<file path="src/rtl/out_port_arbiter.sv">
// Round-robin arbiter/sequencer for one switch output port: grants one of PORTS_NUM+1 requesters,
// forwards its flit and runs the ready/ack handshake. Optional HOLD watchdog: PGNOC_ARB_TIMEOUT_EN.
module out_port_arbiter #(
   parameter int unsigned DATA_SIZE = 32,
   parameter int unsigned ADDR_SIZE = 4,
   parameter int unsigned PORTS_NUM = 4,
   parameter int unsigned TIMEOUT   = 64,
   localparam int unsigned BUS_SIZE = DATA_SIZE + ADDR_SIZE + 1,
   localparam int unsigned REQ_NUM  = PORTS_NUM + 1
) (
   input  logic                        clk,
   input  logic                        a_rst_n,
   input  logic [REQ_NUM-1:0]          req_i,
   input  logic [BUS_SIZE*REQ_NUM-1:0] data_i,
   input  logic                        r_ready_i,
   output logic [REQ_NUM-1:0]          ack_o,
   output logic [REQ_NUM-1:0]          grant_o,
   output logic                        valid_o,
   output logic [BUS_SIZE-1:0]         data_o,
   output logic                        timeout_o
);

   localparam int unsigned PTR_W = $clog2(REQ_NUM);

   typedef enum logic [1:0] {
      IDLE    = 2'd0,
      HOLD    = 2'd1,
      RELEASE = 2'd2
   } state_t;

   state_t               state, state_n;
   logic [PTR_W-1:0]     ptr, ptr_n;
   logic [PTR_W-1:0]     gidx, gidx_n;
   logic [PTR_W-1:0]     sel_idx;
   logic                 sel_found;
   logic [REQ_NUM-1:0]   grant_n;
   logic [REQ_NUM-1:0]   ack_n;
   logic                 valid_n;
   logic [BUS_SIZE-1:0]  data_n;
   logic [BUS_SIZE-1:0]  slice [REQ_NUM];

`ifdef PGNOC_ARB_TIMEOUT_EN
   localparam int unsigned CNT_W = $clog2(TIMEOUT + 1);
   logic [CNT_W-1:0]     cnt, cnt_n;
   logic                 timeout_n;
`endif

   for (genvar i = 0; i < REQ_NUM; i++) begin : g_slice
      assign slice[i] = data_i[i*BUS_SIZE +: BUS_SIZE];
   end

   // First requester after the last served one, wrapping modulo REQ_NUM.
   always_comb begin
      int unsigned cand;
      sel_found = 1'b0;
      sel_idx   = '0;
      cand      = 0;
      for (int unsigned k = 1; k <= REQ_NUM; k++) begin
         cand = 32'(ptr) + k;
         if (cand >= REQ_NUM) cand = cand - REQ_NUM;
         if (!sel_found && req_i[PTR_W'(cand)]) begin
            sel_found = 1'b1;
            sel_idx   = PTR_W'(cand);
         end
      end
   end

   always_comb begin
      state_n   = state;
      ptr_n     = ptr;
      gidx_n    = gidx;
      grant_n   = grant_o;
      ack_n     = '0;
      valid_n   = valid_o;
      data_n    = data_o;
`ifdef PGNOC_ARB_TIMEOUT_EN
      cnt_n     = cnt;
      timeout_n = 1'b0;
`endif
      case (state)
         IDLE: begin
            if (sel_found) begin
               gidx_n  = sel_idx;
               grant_n = REQ_NUM'(1) << sel_idx;
               data_n  = slice[sel_idx];
               valid_n = 1'b1;
               state_n = HOLD;
`ifdef PGNOC_ARB_TIMEOUT_EN
               cnt_n   = '0;
`endif
            end
         end
         HOLD: begin
            if (r_ready_i) begin
               valid_n = 1'b0;
               ack_n   = grant_o;
               ptr_n   = gidx;
               state_n = RELEASE;
            end
`ifdef PGNOC_ARB_TIMEOUT_EN
            else begin
               cnt_n = cnt + CNT_W'(1);
               // Abandon the stalled flit; the requester goes to the back of the rotation.
               if (cnt_n == CNT_W'(TIMEOUT)) begin
                  valid_n   = 1'b0;
                  grant_n   = '0;
                  timeout_n = 1'b1;
                  ptr_n     = gidx;
                  state_n   = IDLE;
               end
            end
`endif
         end
         RELEASE: begin
            // Hold the grant until the served request drops so it is never re-granted stale.
            if (!req_i[gidx]) begin
               grant_n = '0;
               state_n = IDLE;
            end
         end
         default: state_n = IDLE;
      endcase
   end

   always_ff @(posedge clk or negedge a_rst_n) begin
      if (!a_rst_n) begin
         state   <= IDLE;
         ptr     <= PTR_W'(PORTS_NUM);
         gidx    <= '0;
         grant_o <= '0;
         ack_o   <= '0;
         valid_o <= 1'b0;
         data_o  <= '0;
      end else begin
         state   <= state_n;
         ptr     <= ptr_n;
         gidx    <= gidx_n;
         grant_o <= grant_n;
         ack_o   <= ack_n;
         valid_o <= valid_n;
         data_o  <= data_n;
      end
   end

`ifdef PGNOC_ARB_TIMEOUT_EN
   always_ff @(posedge clk or negedge a_rst_n) begin
      if (!a_rst_n) begin
         cnt       <= '0;
         timeout_o <= 1'b0;
      end else begin
         cnt       <= cnt_n;
         timeout_o <= timeout_n;
      end
   end
`else
   // Watchdog absent; TIMEOUT is referenced only to keep the parameter tied in.
   assign timeout_o = 1'b0 & (TIMEOUT == 32'd0);
`endif

endmodule

</file>
<file path="config.mk">
export PLATFORM = sky130hd
export DESIGN_NAME = out_port_arbiter
export DESIGN_NICKNAME = d
export VERILOG_FILES = /design/src/rtl/out_port_arbiter.sv
export SDC_FILE = /design/constraint.sdc
export NUM_CORES = 1
export LEC_CHECK = 0
export ABC_AREA = 1
export BUFFER_PORTS_ARGS = -buffer_cell sky130_fd_sc_hd__clkbuf_2
export CORE_ASPECT_RATIO = 0.9
export CORE_MARGIN = 4
export CORE_UTILIZATION = 40
export CTS_CLUSTER_DIAMETER = 50
export DETAILED_ROUTE_END_ITERATION = 16
export HOLD_SLACK_MARGIN = 0.02
export PLACE_DENSITY = 0.68
export SKIP_LAST_GASP = 1
export SLEW_MARGIN = 20
export SYNTH_ARGS = -nofsm -noshare
export SYNTH_HDL_FRONTEND = slang
export SYNTH_SLANG_ARGS = --single-unit
</file>
<file path="constraint.sdc">
create_clock -name clk -period 9 [get_ports clk]
set_input_delay 1.8 -clock clk [delete_from_list [all_inputs] [get_ports clk]]
set_output_delay 1.8 -clock clk [all_outputs]
set_load 0.02 [all_outputs]
</file>
==> flow_summary.toml, run 1 <==
[outcome]
status = "finished clean"

[finish]
layoutNonFillerInstCount = 1373
final_cell_mix = "336 x nand2_1, 239 x clkbuf_2, 207 x inv_1"
drive_gt1_share_pct = 26.5
final_common_cell = "nand2_1"
nets = 1383
antenna-diode-count = 0
area_growth_pct = 21.6
utilization_pct = 50.1
final_cell_area_mm2 = 0.00712

[global_route]
grt_max_degree = 80
grt_pass1_vias = 6346
grt_antenna_before_repair = 0
overflow = 0
grt_pass1_wl_um = 31100
grt.total_usage_pct = 23.0

[sta]
timing.fmax_mhz = 197
fin_skew_ns = 0.00687
rsz0062_at_grt = "false"
tightest_slew_ns = 1.06
fin_tns_setup_ns = 0
hold_viol = 0
setup_viol = 0
min_period_over_period_pct = 56.5
finalCriticalPeriod_ns = 5.09
slew_viol_final = 0
relSlewSlack_pct = 29.2

[route]
wl_per_cell_um = 14.1
dr.pass1.iters = 5
drtAntennaViolNets = 0
vias = 6751
drtIter0Drc = 394
drt-total-wl_um = 19400
viasPerCell = 4.92
drc = 0

[synthesis]
synth_area_leaders = "dfrtp_1 23%, nand2_1 22%, inv_1 13%"
synth-compound-area-share_pct = 3.20
synth_top_family_by_area = "simple AND/OR/NAND/NOR gates"
ys_types = 35
synth-seq-cells = 56
synth_warnings = 0
netlist_instances = 989
postSynthNetCount = 1193
synthSimpleGateAreaFrac_pct = 49.2
synthesis.area_mm2 = 0.00586
avgSynthCellArea_um2 = 5.92
yosys.area.top_type_share_pct = 23.5
synth_mux_area_share_pct = 0
ys_seq_area_share_pct = 23.9
yosysTopAreaCell = "dfrtp_1"
yosys.area_share.adder_pct = 2.48
synth_xor_area_share_pct = 0.299

[clock_network]
clock_path_buffers = 2
cts_tree = "done"
cts_resized = 0
numClockSinks = 56
clk_pin_slew_ns = 0.08
post_cts_buffers = 0
numCtsBuffers = 5
h-tree-depth = 2
ctsHoldBuffers = 0
root_buffer = "clkbuf_16"
clock_latency_ns = 0.31

[place]
placed_cells = 1365
dp_hpwl_um = 14100
dpl-instance-area_mm2 = 0.00697
gp_routability_congestion = 0.877
place.port_buffers = 240

[critical_path]
required_ns = 9.20
arrival_ns = 5.29
crit_slowest_cell = "nand3_4"
worstPathMaxFanout = 79
cp_cell_sequence = "inv_4 -> ha_1 -> inv_1 -> fa_1 -> inv_1 -> nand2_1 -> nand3_2 -> nand2_1 -> nand2_1 -> nand3_1 -> nand2_1 -> nand2_1 -> nand2_1 -> nand2_2 -> nor2_8 -> nand3_4 -> nand3_4 -> nand2_1 -> nand3_1 -> nand2_1 -> nand2_1 -> nand2_1"
start_kind = "register"
crit_type = "reg -> reg"
cp_common_cell = "nand2_1"
slowest_delay_ns = 1.01
end_kind = "register"

[job]
cap_violations = 0

[floorplan]
num_rows = 41
start_util_pct = 41.2
io_pins = 242
die_h_um = 123
coreArea_mm2 = 0.0142
die_w_um = 136
die_area_mm2 = 0.0166

[hold_path]
holdCritPathClass = "reg -> reg"
sequential cells by signal, summed over array words and instances (netlist names):
| name | flops |
|---|---|
| ptr | 3 |
| gidx | 3 |
| state | 2 |
| data_o | 37 |
| valid_o | 1 |
| grant_o | 5 |
| ack_o | 5 |
cell type report:
cell class	instances	area, um^2
clock buffers	5	125
clock inverters	3	28.8
fillers	1543	7090
inverters	222	836
multi-input cells	651	3270
flip-flops and latches	56	1400
well taps	193	241
repair buffers	243	1220
worst max-delay path, delay by kind of cell, from the launching register on:
kind,cells,cell delay [ns]
AND/OR/NAND/NOR,17,3.16
flip-flops,1,0.66
adder cells (fa/ha/maj),2,0.52
buffers and inverters,3,0.48
cells by family after synthesis:
| family | after synthesis |
|---|---|
| AOI/OAI and AO/OA | 32 |
| adders and majority gates | 11 |
| and+or+nand+nor | 605 |
| buffers and inverters | 282 |
| xor gates and xnor gates | 2 |
| DFF | 56 |
| other | 1 |
routing by layer:
layer	share of wire, %	up-vias	routed length (um)	global-route usage, %
li1	-	3451	-	-
met1	43	2998	8250	30.2
met2	47	277	9100	38.2
met3	8.5	25	1650	5.45
met4	1.9	0	369	6.23
met5	0	-	0	0
synth_stat cells (all sizes together):
cell / instances
nand3: 155
clkbuf: 4
a31oi: 1
dfstp: 1
ha: 10
xnor2: 1
o21ai: 21
o211ai: 5
fa: 1
clkinv: 2
buf: 56
inv: 220
conb: 1
dfrtp: 55
a21oi: 4
nand4: 84
xor2: 1
nor2: 15
o21bai: 1
nand3b: 1
nand2: 350
metrics by stage:
| step | worst slack, ns | hold slack (ns) |
|---|---|---|
| 2_1_floorplan | 5.59 | 0.513 |
| 3_3_place_gp | 3.85 | 0.485 |
| 3_5_place_dp | 3.85 | 0.481 |
| 4_1_cts | 3.99 | 0.501 |
| 5_1_grt | 3.42 | 0.508 |
| 6_report | 3.91 | 0.496 |
worst paths after layout:
path | from | end | slack (ns) | cells after the start
max in group asynchronous | a_rst_n | data_o[34]$_DFFE_PN0P_ | 6.86 | 2
min in group asynchronous | a_rst_n | data_o[11]$_DFFE_PN0P_ | 1.63 | 2
max reg2reg | ptr[0]$_DFFE_PN0P_ | data_o[9]$_DFFE_PN0P_ | 3.91 | 22
max | ptr[0]$_DFFE_PN0P_ | data_o[9]$_DFFE_PN0P_ | 3.91 | 22
min reg2reg | valid_o$_DFFE_PN0P_ | valid_o$_DFFE_PN0P_ | 0.50 | 2
min | valid_o$_DFFE_PN0P_ | valid_o$_DFFE_PN0P_ | 0.50 | 2
Power of run 1 is not shown: default switching activity piles up to over one toggle a cycle in this logic, so the estimate is an artifact.
==> run 2, diff against run 1 <==
--- a/config.mk
+++ b/config.mk
@@ -13,7 +13,7 @@
 export CTS_CLUSTER_DIAMETER = 50
 export DETAILED_ROUTE_END_ITERATION = 16
 export HOLD_SLACK_MARGIN = 0.02
-export PLACE_DENSITY = 0.68
+export PLACE_DENSITY = 0.71
 export SKIP_LAST_GASP = 1
 export SLEW_MARGIN = 20
 export SYNTH_ARGS = -nofsm -noshare
==> constraint.sdc (replaced) <==
create_clock -name clk -period 4.2 [get_ports clk]
set_input_delay 0.84 -clock clk [delete_from_list [all_inputs] [get_ports clk]]
set_output_delay 0.84 -clock clk [all_outputs]
set_load 0.02 [all_outputs]
==> run 2 against run 1 <==
Effect of this change:
- critical path depth unchanged
- first-iteration DRC count increased by 21%
- sequential cell count unchanged
- register-to-register slack got worse by 3.3 ns
- design area increased by 1.5%
- global-route usage decreased by 0.24 points
- die area unchanged
- cell count increased by 0.66%
- critical endpoint is now data_o[34]$_DFFE_PN0P_
==> flow_summary.toml, run 2 (synthesis results as in run 1) <==
[sta]
tightest_slew_ns = 0.966
relSlewSlack_pct = 35.5
fin_skew_ns = 0.00547
fin_ws_ns = 0.592
timing.hold.ws_ns = 0.496
rsz0062_at_grt = "false"
finalCriticalPeriod_ns = 3.61
fin_tns_setup_ns = 0
min_period_over_period_pct = 85.9
setup_viol = 0
hold_viol = 0
timing.fmax_mhz = 277
slew_viol_final = 0

[clock_network]
ctsHoldBuffers = 0
clk_pin_slew_ns = 0.07
post_cts_buffers = 0
clock_path_buffers = 2
root_buffer = "clkbuf_16"
cts_tree = "done"
clock_latency_ns = 0.30
h-tree-depth = 2
numCtsBuffers = 5
numClockSinks = 56
cts_resized = 0

[finish]
multi_input_area_mm2 = 0.00327
area_growth_pct = 23.5
layoutNonFillerInstCount = 1382
nets = 1392
regArea_mm2 = 0.00140
drive_gt1_share_pct = 27.1
largest_reg_flops = 37
final_common_cell = "nand2_1"
antenna-diode-count = 0
regMostFlops = "data_o"
final_cell_mix = "336 x nand2_1, 239 x clkbuf_2, 207 x inv_1"
n_fill_cell = 1488
reg_top3 = "data_o: 37 flops, ack_o: 5 flops, grant_o: 5 flops"

[floorplan]
die_h_um = 123
die_area_mm2 = 0.0166
coreArea_mm2 = 0.0142
start_util_pct = 41.2
io_pins = 242
num_rows = 41
die_w_um = 136

[critical_path]
worstPathMaxFanout = 74
path_buf_inv = 4
start_kind = "register"
crit_slowest_cell = "buf_4"
cp_cell_sequence = "ha_1 -> inv_1 -> fa_1 -> inv_1 -> nand2_1 -> nand3_2 -> nand2_1 -> nand2_1 -> nand3_1 -> nand3_1 -> nand2_1 -> nand2_2 -> nand2_1 -> nand2_1 -> nand2_1 -> inv_2 -> buf_4 -> nand4_1 -> nand3_1 -> nand2_1 -> nand2_1 -> nand2_1"
crit_type = "reg -> reg"
cp_common_cell = "nand2_1"
required_ns = 4.39
arrival_ns = 3.80
end_kind = "register"
critical_path.top_delay_family = "simple AND/OR/NAND/NOR gates"
slowest_delay_ns = 0.61

[global_route]
grt_pass1_wl_um = 30800
grt_max_degree = 75
grt_pass1_vias = 6375
grt_antenna_before_repair = 0
grt.total_usage_pct = 22.8
overflow = 0

[route]
vias = 6739
wl_per_cell_um = 14.0
drt-total-wl_um = 19300
drtAntennaViolNets = 0
viasPerCell = 4.88
drc = 0
drtIter0Drc = 477
dr.pass1.iters = 5

[hold_path]
holdCritPathClass = "reg -> reg"

[outcome]
status = "finished clean"

[place]
dp_hpwl_um = 14600
place.port_buffers = 240
gp_routability_congestion = 0.918
placed_cells = 1374
dp_slack_ns = 0.630

[job]
cap_violations = 0
==> run 2: changes by cell type in the layout (fill, tap and decap cells not counted), sizes merged <==
cell	previous run	this run
inv	223	221
bufinv	0	1
buf	4	13
clkinvlp	0	1
==> run 2: area by class of cell <==
| cell class | count | area share (%) |
|---|---|---|
| multi-input combinational | 651 | 45.1 |
| sequential | 56 | 19.4 |
| timing repair buffer | 252 | 18.2 |
| inverter | 222 | 11.6 |
| tap | 193 | 3.34 |
| clock buffer | 5 | 1.73 |
| clock inverter | 3 | 0.640 |
==> run 2: layer usage <==
layer	wire length [um]	share of wire (%)	global-route usage, %
met1	8280	43	30.1
met4	292	1.5	5.16
met3	1460	7.5	3.98
met2	9300	48	39.1
met5	0	0	0
==> run 2: final timing paths <==
path | endpoint | slack [ns] | cells past startpoint | startpoint
setup / recovery | data_o[34]$_DFFE_PN0P_ | 0.59 | 22 | ptr[1]$_DFFE_PN0P_
hold reg to reg | valid_o$_DFFE_PN0P_ | 0.50 | 2 | valid_o$_DFFE_PN0P_
setup reg to reg | data_o[34]$_DFFE_PN0P_ | 0.59 | 22 | ptr[1]$_DFFE_PN0P_
max in group asynchronous | gidx[2]$_DFFE_PN0P_ | 2.84 | 2 | a_rst_n
min in group asynchronous | data_o[24]$_DFFE_PN0P_ | 0.66 | 1 | a_rst_n
hold / removal | valid_o$_DFFE_PN0P_ | 0.50 | 2 | valid_o$_DFFE_PN0P_
==> run 2: worst reg2reg max path, delay by kind of cell, from the launching register on <==
| kind | cells | cell delay (ns) |
|---|---|---|
| and+or+nand+nor | 16 | 1.50 |
| adders and majority gates | 2 | 0.56 |
| buffers and inverters | 4 | 0.90 |
| DFF | 1 | 0.55 |
==> run 2: metrics by stage <==
stage	cell area, um^2	utilization, %
2_1_floorplan	5860	-
3_3_place_gp	7060	49.7
3_5_place_dp	7060	49.7
4_1_cts	7230	50.9
5_1_grt	7230	50.9
6_report	7230	50.9
Power of run 2 is left out for the same reason.
==> run 3, diff against run 2 <==
--- a/config.mk
+++ b/config.mk
@@ -5,15 +5,16 @@
 export SDC_FILE = /design/constraint.sdc
 export NUM_CORES = 1
 export LEC_CHECK = 0
-export ABC_AREA = 1
 export BUFFER_PORTS_ARGS = -buffer_cell sky130_fd_sc_hd__clkbuf_2
+export CAP_MARGIN = 5
 export CORE_ASPECT_RATIO = 0.9
 export CORE_MARGIN = 4
 export CORE_UTILIZATION = 40
+export CTS_BUF_LIST = sky130_fd_sc_hd__clkbuf_16
 export CTS_CLUSTER_DIAMETER = 50
 export DETAILED_ROUTE_END_ITERATION = 16
 export HOLD_SLACK_MARGIN = 0.02
-export PLACE_DENSITY = 0.71
+export PLACE_DENSITY = 0.75
 export SKIP_LAST_GASP = 1
 export SLEW_MARGIN = 20
 export SYNTH_ARGS = -nofsm -noshare
==> run 3 against run 2 <==
Effect of this change:
- worst hold slack worse by 0.026 ns
- fmax is 10% lower
- global-route usage is 0.62 points higher
- cell count is 38% lower
- via count is 28% lower
- die area is 18% lower
- synthesized cell count is 52% lower
- critical path type unchanged
- critical endpoint is now data_o[30]$_DFFE_PN0P_
- largest cell class unchanged
==> flow_summary.toml, run 3 <==
[global_route]
grt_antenna_before_repair = 0
grt_pass1_wl_um = 25900
grt_max_degree = 65
grt.total_usage_pct = 23.4
grt_pass1_vias = 5071
overflow = 0

[route]
drt-total-wl_um = 16500
wl_per_cell_um = 19.2
viasPerCell = 5.65
vias = 4857
drc = 0
drtIter0Drc = 270
dr.pass1.iters = 5
drtAntennaViolNets = 0

[finish]
final_cell_mix = "240 x clkbuf_2, 81 x mux2i_1, 55 x dfrtp_1"
largest_reg_flops = 37
layoutNonFillerInstCount = 860
final_common_cell = "clkbuf_2"
n_fill_cell = 1080
regMostFlops = "data_o"
area_growth_pct = 31.1
nets = 907
antenna-diode-count = 0
drive_gt1_share_pct = 42.9
reg_top3 = "data_o: 37 flops, ack_o: 5 flops, grant_o: 5 flops"

[sta]
timing.fmax_mhz = 248
hold_viol = 0
slew_viol_final = 0
finalCriticalPeriod_ns = 4.03
setup_viol = 0
tightest_slew_ns = 0.693
rsz0062_at_grt = "true"
fin_skew_ns = 0.00859
relSlewSlack_pct = 53.5
min_period_over_period_pct = 95.9

[floorplan]
io_pins = 242
num_rows = 37
die_w_um = 122
die_area_mm2 = 0.0136
die_h_um = 111
start_util_pct = 41.0
coreArea_mm2 = 0.0115

[job]
cap_violations = 0

[outcome]
status = "finished clean"

[clock_network]
root_buffer = "clkbuf_16"
numCtsBuffers = 5
h-tree-depth = 2
ctsHoldBuffers = 0
numClockSinks = 56
clk_pin_slew_ns = 0.08
cts_tree = "done"
clock_path_buffers = 2
clock_latency_ns = 0.30
post_cts_buffers = 0

[synthesis]
synth_common_cells = "81 x mux2i_1, 55 x dfrtp_1, 44 x and2_1, 40 x a31oi_1, 27 x o221ai_1"
synth_top_family_by_area = "compound AO/OA/AOI/OAI gates"
synth-compound-area-share_pct = 24.7
synth_area_leaders = "dfrtp_1 29%, mux2i_1 17%, and2_1 5.8%"
avgSynthCellArea_um2 = 9.86
yosysTopAreaCell = "dfrtp_1"
synth_edf_count = 0
ys_seq_area_share_pct = 29.8
async_flop_share_pct = 100
synth-seq-cells = 56
synth_ff_type = "dfrtp_1"
synth_mux_area_share_pct = 19.1
yosys.area_share.adder_pct = 3.08
postSynthNetCount = 682
netlist_instances = 478
synthSimpleGateAreaFrac_pct = 15.0
yosys.area.top_type_share_pct = 29.2
synth_warnings = 0
synthesis.area_mm2 = 0.00471
yosysMostFrequentCell = "mux2i_1"
synth_xor_area_share_pct = 1.09
ys_types = 72

[place]
dp_hpwl_um = 12800
gp_routability_congestion = 0.976
placed_cells = 851
place.port_buffers = 240

[hold_path]
holdCritPathClass = "in -> async"

[critical_path]
start_kind = "register"
crit_slowest_cell = "dfstp_4"
cp_cell_sequence = "inv_1 -> ha_1 -> a21oi_4 -> mux2_2 -> a32oi_2 -> nand3_1 -> or3_1 -> o22ai_4 -> clkbuf_16 -> mux2i_1 -> o221ai_1"
arrival_ns = 4.18
end_kind = "register"
required_ns = 4.35
slowest_delay_ns = 0.72
worstPathMaxFanout = 32
crit_type = "reg -> reg"
## run 3: cell count changes in the layout (fill, tap and decap cells not counted), sizes merged, moves of 39 or more
cell	before	now
mux2i	0	82
nand4	84	3
inv	221	18
nand2	350	20
nand3	155	2
a31oi	1	40
and2	0	44
## run 3: worst paths after layout
check | from | to | slack [ns] | cells after the start
min in group clk | grant_o[4]$_DFFE_PN0P_ | ack_o[4]$_DFF_PN0_ | 0.53 | 1
max | ptr[2]$_DFFE_PN1P_ | data_o[30]$_DFFE_PN0P_ | 0.17 | 11
max in group asynchronous | a_rst_n | data_o[8]$_DFFE_PN0P_ | 2.84 | 2
max reg2reg | ptr[2]$_DFFE_PN1P_ | data_o[30]$_DFFE_PN0P_ | 0.17 | 11
min | a_rst_n | data_o[27]$_DFFE_PN0P_ | 0.47 | 1
min reg2reg | grant_o[4]$_DFFE_PN0P_ | ack_o[4]$_DFF_PN0_ | 0.53 | 1
## run 3: worst max-delay path, delay by kind of cell, from the launching register on
family	cells	cell delay, ns
AOI/OAI and AO/OA	4	0.89
DFF	1	0.72
and+or+nand+nor	2	0.72
muxes	2	0.66
buffers and inverters	2	0.44
adders and majority gates	1	0.41
## run 3: metal layers
metal	GRT usage, %	vias up	wire, um
li1	-	2287	-
met1	29.9	2303	6900
met2	39.4	235	7990
met3	5.20	32	1280
met4	6.64	0	372
met5	0	-	0
## run 3: logic make-up (layout without fill, tap and decap cells)
| kind of cell | count (synthesis) | after routing |
|---|---|---|
| muxes | 86 | 86 |
| xor gates and xnor gates | 5 | 5 |
| DFF | 56 | 56 |
| other | 1 | 1 |
| AOI/OAI and AO/OA | 139 | 139 |
| buffers and inverters | 57 | 283 |
| adders and majority gates | 11 | 11 |
| and+or+nand+nor | 123 | 123 |
## run 3: repair_timing
action,in CTS,in global routing
cloned,0,1
gates resized for setup,1,7
endpoints found under the setup margin,18,39
## run 3: area by class of cell
class                           count  area [um^2]  area share [%]
Inverter                           18         68.8            1.11
Sequential cell                    56         1410            22.8
Clock inverter                      3         21.3           0.344
Tap cell                          156          195            3.16
Clock buffer                        5          125            2.03
Timing Repair Buffer              257         1350            21.9
Multi-Input combinational cell    365         3010            48.7
## run 3: per-stage QoR
step	hold WS (ns)	setup WS [ns]	TNS [ns]	util, %	area (um^2)
2_1_floorplan	0.477	0.348	0	-	4710
3_3_place_gp	0.497	0.183	0	52.2	5990
3_5_place_dp	0.513	-0.0789	-0.421	52.2	5990
4_1_cts	0.480	0.114	0	53.5	6140
5_1_grt	0.493	-0.00587	-0.0109	53.8	6180
6_report	0.470	0.174	0	53.8	6180
Power of run 3 is left out for the same reason.
